$ cat src/rtl/window_stats_pkg.sv
// Shared definitions for the result window statistics block.
//   - state_t     : two-state FSM encoding (idle / accumulating)
//   - calc_sum_w  : width of a window sum that can never wrap
package window_stats_pkg;

    typedef enum logic {
        ST_IDLE  = 1'b0,
        ST_ACCUM = 1'b1
    } state_t;

    // A sum of 2**log2_win samples of data_w bits needs log2_win extra bits.
    function automatic int calc_sum_w(input int data_w, input int log2_win);
        return data_w + log2_win;
    endfunction

endpackage

$ cat src/rtl/signed_minmax.sv
// Running signed minimum / maximum tracker.
//   clk, rst          : clock, synchronous active-high reset (clears to 0)
//   en                : a sample is being accepted this edge
//   first             : this sample opens a window; load it as both min and max
//   din               : signed sample
//   nxt_min, nxt_max  : min/max including din (combinational), what the
//                       registers take on an enabled edge
module signed_minmax
    import window_stats_pkg::*;
#(
    parameter int DATA_W = 32
) (
    input  logic                     clk,
    input  logic                     rst,
    input  logic                     en,
    input  logic                     first,
    input  logic signed [DATA_W-1:0] din,
    output logic signed [DATA_W-1:0] nxt_min,
    output logic signed [DATA_W-1:0] nxt_max
);

    logic signed [DATA_W-1:0] cur_min;
    logic signed [DATA_W-1:0] cur_max;

    // On the first sample the held values are stale and must not be compared.
    always_comb begin
        nxt_min = cur_min;
        nxt_max = cur_max;
        if (first) begin
            nxt_min = din;
            nxt_max = din;
        end else begin
            if (din < cur_min) nxt_min = din;
            if (din > cur_max) nxt_max = din;
        end
    end

    always_ff @(posedge clk) begin
        if (rst) begin
            cur_min <= '0;
            cur_max <= '0;
        end else if (en) begin
            cur_min <= nxt_min;
            cur_max <= nxt_max;
        end
    end

endmodule

$ cat src/rtl/result_window_stats.sv
// Per-window statistics over a signed sample stream.
// Collects 2**LOG2_WIN samples per window (window start aligned to sync) and
// publishes sum, floor mean, min and max through a valid/ready register stage.
//   clk, rst   : clock, synchronous active-high reset
//   in_data    : signed sample, taken on every edge with in_valid=1 (no backpressure)
//   sync       : window-align pulse; restarts the window, its sample is sample 0
//   out_ready  : consumer accepts the result when out_valid && out_ready
//   out_valid  : result registers hold an unconsumed window
//   out_sum / out_mean / out_min / out_max : window results
//   busy       : FSM is accumulating
//   overrun    : sticky, a completed window replaced an unconsumed result
module result_window_stats
    import window_stats_pkg::*;
#(
    parameter  int DATA_W   = 32,
    parameter  int LOG2_WIN = 4,
    localparam int SUM_W    = calc_sum_w(DATA_W, LOG2_WIN)
) (
    input  logic                     clk,
    input  logic                     rst,
    input  logic signed [DATA_W-1:0] in_data,
    input  logic                     in_valid,
    input  logic                     sync,
    input  logic                     out_ready,
    output logic                     out_valid,
    output logic signed [SUM_W-1:0]  out_sum,
    output logic signed [DATA_W-1:0] out_mean,
    output logic signed [DATA_W-1:0] out_min,
    output logic signed [DATA_W-1:0] out_max,
    output logic                     busy,
    output logic                     overrun
);

    state_t state, state_nxt;

    logic        [LOG2_WIN-1:0] cnt;
    logic signed [SUM_W-1:0]    acc;
    logic signed [SUM_W-1:0]    din_ext;
    logic signed [SUM_W-1:0]    sum_nxt;
    logic                       take;
    logic                       first;
    logic                       close;
    logic signed [DATA_W-1:0]   min_nxt;
    logic signed [DATA_W-1:0]   max_nxt;

    // ---------------- FSM ----------------
    always_ff @(posedge clk) begin
        if (rst) state <= ST_IDLE;
        else     state <= state_nxt;
    end

    always_comb begin
        state_nxt = state;
        case (state)
            ST_IDLE:  if (sync) state_nxt = ST_ACCUM;
            ST_ACCUM: state_nxt = ST_ACCUM;
            default:  state_nxt = ST_IDLE;
        endcase
    end

    always_comb begin
        busy = (state == ST_ACCUM);
    end

    // ---------------- datapath ----------------
    assign din_ext = {{LOG2_WIN{in_data[DATA_W-1]}}, in_data};

    // sync restarts the window in either state, so the running sum is
    // discarded and the sync-edge sample starts from zero.
    assign take    = in_valid && (sync || state == ST_ACCUM);
    assign first   = sync || (cnt == '0);
    assign sum_nxt = (sync ? '0 : acc) + din_ext;
    // sync wins over window close; cnt all-ones means this is sample WIN-1.
    assign close   = (state == ST_ACCUM) && !sync && in_valid && (&cnt);

    signed_minmax #(
        .DATA_W (DATA_W)
    ) u_minmax (
        .clk     (clk),
        .rst     (rst),
        .en      (take),
        .first   (first),
        .din     (in_data),
        .nxt_min (min_nxt),
        .nxt_max (max_nxt)
    );

    // acc is held at zero whenever cnt is zero, so a fresh window needs no
    // separate clear path.
    always_ff @(posedge clk) begin
        if (rst) begin
            cnt <= '0;
            acc <= '0;
        end else if (sync) begin
            cnt <= in_valid ? LOG2_WIN'(1) : '0;
            acc <= in_valid ? din_ext : '0;
        end else if (take) begin
            if (close) begin
                cnt <= '0;
                acc <= '0;
            end else begin
                cnt <= cnt + 1'b1;
                acc <= sum_nxt;
            end
        end
    end

    // ---------------- result stage ----------------
    always_ff @(posedge clk) begin
        if (rst) begin
            out_valid <= 1'b0;
            out_sum   <= '0;
            out_mean  <= '0;
            out_min   <= '0;
            out_max   <= '0;
            overrun   <= 1'b0;
        end else if (close) begin
            out_valid <= 1'b1;
            out_sum   <= sum_nxt;
            // |mean| never exceeds max|sample|, so truncation is exact.
            out_mean  <= DATA_W'(sum_nxt >>> LOG2_WIN);
            out_min   <= min_nxt;
            out_max   <= max_nxt;
            if (out_valid && !out_ready) overrun <= 1'b1;
        end else if (out_ready) begin
            out_valid <= 1'b0;
        end
    end

endmodule
$ cat config.mk
export PLATFORM = sky130hd
export DESIGN_NAME = result_window_stats
export DESIGN_NICKNAME = d
export VERILOG_FILES = /design/src/rtl/window_stats_pkg.sv /design/src/rtl/signed_minmax.sv /design/src/rtl/result_window_stats.sv
export SDC_FILE = /design/constraint.sdc
export NUM_CORES = 1
export LEC_CHECK = 0
export CORE_MARGIN = 5
export CORE_UTILIZATION = 60
export CTS_BUF_LIST = sky130_fd_sc_hd__clkbuf_16
export DETAILED_ROUTE_END_ITERATION = 12
export GPL_ROUTABILITY_DRIVEN = 0
export PLACE_DENSITY = 0.95
export SETUP_SLACK_MARGIN = 0.1
export SYNTH_ARGS = -nofsm -noshare
export SYNTH_HDL_FRONTEND = slang
export SYNTH_HIERARCHICAL = 1
export SYNTH_SLANG_ARGS = --single-unit
$ cat constraint.sdc
create_clock -name clk -period 5.9 [get_ports clk]
set_input_delay 0.59 -clock clk [delete_from_list [all_inputs] [get_ports clk]]
set_output_delay 0.59 -clock clk [all_outputs]
set_load 0.05 [all_outputs]
Word-level counts from Yosys, hierarchy flattened

Cells that the tools add are included.

Reduce and logical (&&, ||, !) cells: 14
Add/subtract/negate cells: 2
Multiplexer cells: 17
Bitwise logic cells: 1
$lt $le $gt $ge: 2

Operators with widths:

| kind                | count |
|---|---|
| $mux 36             | 5 |
| $mux 32             | 4 |
| $add 36x36->36      | 1 |
| $gt 32x32->1        | 1 |
| $lt 32x32->1        | 1 |
| $mux 4              | 3 |
| $logic_and 1x1->1   | 5 |
| $add 4x1->4 const B | 1 |
| $logic_not 4->1     | 1 |
| $mux 1              | 4 |
| $reduce_and 4->1    | 1 |
| $reduce_bool 2->1   | 2 |
| $logic_not 1->1     | 2 |
| $logic_or 1x1->1    | 2 |
| $pmux 1 s2          | 1 |
| $reduce_and 2->1    | 1 |
| $not 1->1           | 1 |

Bits in registers: 239

Logic depth before layout (Yosys ltp)

Gate-level depths: netlist (run 1).

Depth in word-level cells: 7
Gate-level depth with buffers: 14
Mapped depth without buffers: 11

Modules after synthesis

Netlist (run 1), hierarchy kept.

Modules (own cells, without submodules):

| module              | times used | cells an instance | seq. area each (um2) | area each (um2) |
|---|---|---|---|---|
| result_window_stats | 1          | 1024              | 2862.7               | 7873.8 |
| signed_minmax       | 1          | 885               | 1281.2               | 6777.8 |

Worst setup path after synthesis (run 1)

Ideal clock, no wire load.

Kind: input to register
Start: input sync
End: register out_sum[30]
Stages: 14
Setup time: 0.132 ns
Setup slack: 2.483 ns
Path buffers: 3
Arrival: 3.284 ns
Cell sequence: clkbuf_1 > clkbuf_1 > nor2b_1 > ha_1 > fa_1 > a21o_1 > a221oi_2 > o21bai_1 > a22oi_1 > a21oi_1 > or2_1 > clkbuf_1 > xnor2_1 > a21oi_1

Word-level cells in the longest chain between the ends: 4

Ends and longest elaborated chain:

| item                                                                   | RTL line                   | RTL |
|---|---|---|
| start: declaration                                                     | result_window_stats.sv:23  | `input logic sync,` |
| parallel branches: the longest is 4 deep, another holds $add 36x36->36 | --                         |  |
| end signal: assignment                                                 | result_window_stats.sv:119 | `out_sum <= sum_nxt;` |
| end: declaration                                                       | result_window_stats.sv:26  | `output logic signed [SUM_W-1:0] out_sum,` |

Several ways; the timed one is not identified.
A chain may end at the register's enable or synchronous reset.

Worst setup path after layout (run 1)

Start: input in_data[30]
End: register u_minmax.cur_max[17]

Word-level cells in the longest chain between the ends: 3

Ends and longest elaborated chain:

| item                   | RTL line                  | RTL |
|---|---|---|
| start: declaration     | result_window_stats.sv:21 | `input logic signed [DATA_W-1:0] in_data,` |
| $gt 32x32->1           | signed_minmax.sv:34       | `if (din > cur_max) nxt_max = din;` |
| $mux 32                | signed_minmax.sv:34       |  |
| $mux 32                | signed_minmax.sv:29       | `if (first) begin` |
| end signal: assignment | signed_minmax.sv:44       | `cur_max <= nxt_max;` |
| end: declaration       | signed_minmax.sv:23       | `logic signed [DATA_W-1:0] cur_max;` |

No other way between the ends.

==> results.sh, run 1 <==
export IMPL_status="complete, no violations"
export IMPL_cts_setup_buffers=0
export IMPL_tightest_slew_ns=1.15
export IMPL_grt_overflow=0
export IMPL_ys_top_cells_by_area="dfxtp_1 28%, ha_1 8.5%, a21oi_1 7.1%"
export IMPL_grt_use_total_pct=31.0
export IMPL_async_flop_share_pct=0
export IMPL_antenna_left=0
export IMPL_htreeDepth=1
export IMPL_avgSynthCellArea_um2=7.67
export IMPL_drv_cap=0
export IMPL_reg2reg_from="u_minmax/cur_max[31]"
export IMPL_routed_via_density=6.54
export IMPL_final_common_cell="nand2_1"
export IMPL_hpwlAfterDp_um=30200
export IMPL_power_density_nw_per_um2=233
export IMPL_syn_to_final_growth_pct=16.7
export IMPL_ys_seq_area_share_pct=28.3
export IMPL_stdcell_area_um2=17100
export IMPL_worstPathArrival_ns=4.83
export IMPL_drtPass1Iterations=6
export IMPL_ys_flop_type="dfxtp_1"
export IMPL_slowest_delay_ns=0.63
export IMPL_post_synth_top_area_cell="dfxtp_1"
export IMPL_hold_path_startpoint="out_min[4]"
export IMPL_dr_first_iter_drc_count=2297
export IMPL_hold_depth=2
export IMPL_die_y_um=166
export IMPL_path_cells="clkdlybuf4s50_1 > ha_1 > nand4_2 > or4_4 > or3_4 > and3_4 > a22o_1 > a211oi_4 > buf_4 > mux2i_1"
export IMPL_finalHoldViolCount=0
export IMPL_cts_tree="yes"
export IMPL_cp_top_family="simple AND/OR/NAND/NOR gates"
export IMPL_postLayoutCoreUtil_pct=70.7
export IMPL_antenna_cells=0
export IMPL_tns_ns=0
export IMPL_irDropWorstVdd_v=0.000209
export IMPL_ctsHoldBuffers=0
export IMPL_r2r_slack_ns=1.84
export IMPL_ys_warn_count=6
export IMPL_drc_errors=0
export IMPL_clk_path_buf_depth=3
export IMPL_grt_antenna_before_repair=0
export IMPL_reg2reg_depth=12
export IMPL_power_leakage_nw=6.74
export IMPL_rows=57
export IMPL_fin_skew_ns=0.0248
export IMPL_ctsResizeCount=0
export IMPL_final_cell_mix="255 x nand2_1, 207 x dfxtp_1, 206 x a21oi_1"
export IMPL_cp_max_fo=33
export IMPL_worstPathBufferInverterCount=2
export IMPL_route_vias_total=15200
export IMPL_grt_pass1_vias=14700
export IMPL_syn_inst=1909
export IMPL_place_area_um2=16300
export IMPL_synth_cell_type_count=76
export IMPL_wl_per_cell_um=19.8
export IMPL_fin_nets=2114
export IMPL_finalCritPeriodShare_pct=74.6
export IMPL_numCtsBuffers=23
export IMPL_insertion_delay_ns=0.53
export IMPL_yosysTopAreaCellShare_pct=28.3
export IMPL_drt_total_wl_um=45900
export IMPL_cp_slowest_cell="clkdlybuf4s50_1"
export IMPL_relSlewSlack_pct=23.3
export IMPL_ios=172
export IMPL_endpoint_kind="flop"
export IMPL_synth_edf_count=0
export IMPL_core_area_um2=24200
export IMPL_grt_max_degree=132
export IMPL_maxSlewViolCount=0
export IMPL_r2r_end="out_max[23]"
export IMPL_grt_pass1_wl_um=73600
export IMPL_floorplan_initialDensity_pct=60.6
export IMPL_syn_nets=2047
export IMPL_crit_required_ns=6.32
export IMPL_syn_area_um2=14700
export IMPL_min_to="out_min[4]"
export IMPL_hold_class="reg -> reg"
export IMPL_rsz0062_at_grt="false"
export IMPL_clockRootBuffer="clkbuf_16"
export IMPL_cts_sinks=207
export IMPL_fmax_mhz=227
export IMPL_setup_viol=0
export IMPL_die_w_um=166
export IMPL_portBuffers=171
export IMPL_fin_crit_ns=4.40
export IMPL_die_area_um2=27600
export IMPL_path_class="in -> reg"
export IMPL_start_kind="primary input"
export IMPL_path_clk_slew_ns=0.06
export IMPL_synth_seq_cells=207
export IMPL_drive_above_1_share_pct=6.72
kinds of logic after synthesis:
| group | share of synthesized area [%] |
|---|---|
| muxes | 9.30 |
| buffers and inverters | 8.16 |
| xor gates and xnor gates | 1.32 |
| AOI/OAI and AO/OA | 20.2 |
| adders and majority gates | 8.68 |
| DFF | 28.3 |
| and+or+nand+nor | 24.1 |
layout make-up:
| cell class | instances | area [µm²] |
|---|---|---|
| Multi-Input combinational cell | 1427 | 9350 |
| Fill cell | 1675 | 7080 |
| Sequential cell | 207 | 4140 |
| Timing Repair Buffer | 210 | 2010 |
| Clock buffer | 23 | 576 |
| Tap cell | 324 | 405 |
| Inverter | 107 | 402 |
| Clock inverter | 19 | 220 |
routing by layer:
layer	track usage, %	vias to the layer above	routed length (µm)	part of all wire, %
li1	-	6834	-	-
met1	38.8	7006	17200	37
met2	51.0	1055	20700	45
met3	5.71	263	5330	12
met4	16.2	0	2680	5.8
met5	0	-	0	0
Yosys cell counts, types with 3 or more instances:
master	n
nand3b_1	3
a221oi_1	19
xor2_1	8
buf_4	32
ha_1	100
nor3_1	28
dfxtp_1	207
o31ai_1	6
mux2i_1	99
nand4_1	19
nor2_1	86
nor4_1	3
o21a_1	5
buf_1	7
o21bai_1	5
a22oi_1	41
a2111oi_0	32
buf_8	3
o21ai_0	54
clkbuf_1	119
o211ai_1	11
buf_2	7
a21oi_1	207
nand2_1	255
a211oi_1	14
or3_1	41
o21ai_1	5
nand3_1	62
xnor2_1	14
inv_1	107
and3_1	43
nor2b_1	40
a21o_1	27
a31oi_1	8
mux2_2	33
nor4b_1	4
nand2b_1	107
power by group:
| group | leakage [nW] | internal [mW] | switching (mW) |
|---|---|---|---|
| Sequential | 1.69 | 1.46 | 0.0347 |
| Combinational | 4.65 | 0.345 | 0.597 |
| Clock | 0.398 | 0.929 | 0.614 |
metrics by stage:
step           std cells  setup WS, ns  total power [mW]  hold WS [ns]
6_report            2317          1.50              3.98         0.452
5_1_grt             2317          1.39              4.11         0.471
4_1_cts             2317          1.63              3.93         0.455
3_3_place_gp        2275          1.24              2.36         0.444
2_1_floorplan       1909          2.48              2.16         0.441
3_5_place_dp        2275          1.10              2.41         0.447
how the worst max path moves through the flow:
stage	startpoint	endpoint	slack, ns	depth (start not counted)
after CTS	in_data[27]	u_minmax/cur_max[17]	1.63	10
after detailed placement	in_data[27]	u_minmax/cur_max[17]	1.10	10
after global placement	in_data[27]	u_minmax/cur_max[25]	1.24	10
final	in_data[30]	u_minmax/cur_max[17]	1.50	10
after floorplan	sync	out_sum[30]	2.48	14
after global routing	in_data[31]	out_max[23]	1.39	13
flip-flops by register name, summed over array words and instances, names as in the netlist:
name              cells
cnt                   4
out_max              32
out_min              32
out_valid             1
u_minmax/cur_min     32
overrun               1
busy                  1
acc                  36
out_sum              36
u_minmax/cur_max     32
worst min-delay path, delay by kind of cell (launching register included):
family | cells | cell delay, ns
AO/OA/AOI/OAI | 1 | 0.05
flip-flops | 1 | 0.31
AND/OR/NAND/NOR | 1 | 0.05
No activity file was read; power rests on OpenSTA's default activity.
==> inputs of run 2 (changes only) <==
--- a/config.mk
+++ b/config.mk
@@ -6,11 +6,11 @@
 export NUM_CORES = 1
 export LEC_CHECK = 0
 export CORE_MARGIN = 5
-export CORE_UTILIZATION = 60
+export CORE_UTILIZATION = 58
 export CTS_BUF_LIST = sky130_fd_sc_hd__clkbuf_16
 export DETAILED_ROUTE_END_ITERATION = 12
 export GPL_ROUTABILITY_DRIVEN = 0
-export PLACE_DENSITY = 0.95
+export PLACE_DENSITY = 0.92
 export SETUP_SLACK_MARGIN = 0.1
 export SYNTH_ARGS = -nofsm -noshare
 export SYNTH_HDL_FRONTEND = slang
==> constraint.sdc (replaced) <==
create_clock -name clk -period 4.2 [get_ports clk]
set_input_delay 0.42 -clock clk [delete_from_list [all_inputs] [get_ports clk]]
set_output_delay 0.42 -clock clk [all_outputs]
set_load 0.05 [all_outputs]
==> run 2 against run 1 <==
Net effect: total power increased by 39%; sequential share of layout area decreased by 0.22 points; sequential power increased by 41%; register-to-register slack got worse by 1.2 ns; first-iteration DRC count decreased by 6.3%; via count decreased by 0.20%; largest power group is now sequential cells; global-route usage increased by 0.088 points.
==> results.sh, run 2 (synthesis gave the netlist of run 1 again) <==
export IMPL_grt_pass1_wl_um=74300
export IMPL_dr_first_iter_drc_count=2152
export IMPL_maxSlewViolCount=0
export IMPL_die_y_um=169
export IMPL_grt_pass1_vias=14900
export IMPL_drt_total_wl_um=46600
export IMPL_power_frac_comb_pct=24.4
export IMPL_antenna_cells=0
export IMPL_portBuffers=171
export IMPL_fin_skew_ns=0.0228
export IMPL_finalCritPeriodShare_pct=84.4
export IMPL_relSlewSlack_pct=20.2
export IMPL_drtPass1Iterations=6
export IMPL_fin_nets=2135
export IMPL_core_area_um2=25000
export IMPL_postLayoutCoreUtil_pct=68.9
export IMPL_syn_to_final_growth_pct=17.8
export IMPL_ctsResizeCount=0
export IMPL_grt_use_total_pct=31.1
export IMPL_hold_class="in -> reg"
export IMPL_grt_overflow=0
export IMPL_cts_tree="yes"
export IMPL_final_cell_mix="255 x nand2_1, 207 x dfxtp_1, 206 x a21oi_1"
export IMPL_worstPathArrival_ns=4.00
export IMPL_cts_sinks=207
export IMPL_hpwlAfterDp_um=31600
export IMPL_rsz0062_at_grt="false"
export IMPL_wl_met1_um=17300
export IMPL_grt_antenna_before_repair=0
export IMPL_swShare_pct=32.3
export IMPL_cts_setup_buffers=0
export IMPL_wl_per_cell_um=19.9
export IMPL_routed_via_density=6.45
export IMPL_finalHoldViolCount=0
export IMPL_met2_length_um=21100
export IMPL_irDropWorstVdd_v=0.000233
export IMPL_htreeDepth=1
export IMPL_tightest_slew_ns=1.19
export IMPL_path_class="reg -> reg"
export IMPL_power_leakage_nw=6.82
export IMPL_highest_layer="met4"
export IMPL_power_mw=5.54
export IMPL_tns_ns=0
export IMPL_cp_max_fo=13
export IMPL_insertion_delay_ns=0.55
export IMPL_fin_crit_ns=3.55
export IMPL_multiInputGateArea_um2=9350
export IMPL_ctsHoldBuffers=0
export IMPL_power_frac_clock_pct=37.7
export IMPL_numCtsBuffers=24
export IMPL_routed_wl_met3_um=5190
export IMPL_power_frac_seq_pct=37.9
export IMPL_antenna_left=0
export IMPL_regArea_um2=4140
export IMPL_grt_max_degree=132
export IMPL_drc_errors=0
export IMPL_die_w_um=169
export IMPL_p_sw_mw=1.79
export IMPL_setup_viol=0
export IMPL_status="complete, no violations"
export IMPL_ios=172
export IMPL_path_clk_slew_ns=0.07
export IMPL_final_common_cell="nand2_1"
export IMPL_clockRootBuffer="clkbuf_16"
export IMPL_timing_hold_ws_ns=0.436
export IMPL_route_vias_total=15100
export IMPL_fmax_mhz=282
export IMPL_drv_cap=0
export IMPL_clk_path_buf_depth=3
export IMPL_power_density_nw_per_um2=321
export IMPL_intPower_mw=3.75
export IMPL_top_regs="acc: 36 flops, out_sum: 36 flops"
export IMPL_endpoint_kind="flop"
export IMPL_die_area_um2=28500
export IMPL_crit_required_ns=4.65
export IMPL_drive_above_1_share_pct=7.74
export IMPL_fillCellCount=1912
export IMPL_rows=58
export IMPL_floorplan_initialDensity_pct=58.5
export IMPL_start_kind="flop"
## run 2: cell count changes in the layout (fill, tap and decap cells not counted), sizes merged
cell,previous run,this run
clkinv,9,10
bufinv,5,2
clkinvlp,1,4
inv,111,110
buf,40,60
clkbuf,23,25
## run 2: power by group through the flow
| stage | Combinational (mW) | Clock, mW | Sequential [mW] |
|---|---|---|---|
| global route | 1.44 | 2.18 | 2.11 |
| floorplan | 0.915 | 0 | 2.13 |
| detailed placement | 1.28 | 0 | 2.14 |
| CTS | 1.30 | 2.09 | 2.10 |
| global placement | 1.22 | 0 | 2.13 |
| finish | 1.35 | 2.09 | 2.10 |
## run 2: layout make-up
cell class / count / share of cell area, %
Sequential cell: 207 / 24.0
Multi-Input combinational cell: 1427 / 54.2
Inverter: 107 / 2.33
Clock buffer: 25 / 3.63
Clock inverter: 19 / 0.841
Tap cell: 330 / 2.39
Timing Repair Buffer: 230 / 12.6
## run 2: path summary, 6_finish.rpt
path	depth (start not counted)	start	endpoint	slack, ns
worst max-delay path	10	u_minmax/cur_max[27]	u_minmax/cur_max[14]	0.65
worst min-delay path	2	rst	acc[2]	0.44
worst max register to register	10	u_minmax/cur_max[27]	u_minmax/cur_max[14]	0.65
worst min register to register	2	out_sum[1]	out_sum[1]	0.45
## run 2: routing by layer
| metal | GRT usage, % | up-vias |
|---|---|---|
| met4 | 18.6 | 0 |
| li1 | - | 6879 |
| met3 | 6.05 | 252 |
| met1 | 38.3 | 7025 |
| met5 | 0 | - |
| met2 | 50.3 | 971 |
## run 2: critical path, stage by stage (launching register included)
cell and delay [ns]:
dfxtp_1 0.35, inv_1 0.10, ha_1 0.34, nand4_1 0.35
or4_4 0.68, or3_4 0.39, and3_4 0.20, a22o_1 0.23
a211oi_4 0.26, buf_4 0.31, mux2i_1 0.23
## run 2: metrics by stage
stage,instances,area [µm²],setup WS [ns]
finish,2345,17300,0.654
detailed placement,2301,16500,0.325
floorplan,1909,14700,0.953
global route,2345,17300,0.581
CTS,2345,17300,0.765
global placement,2301,16500,0.436
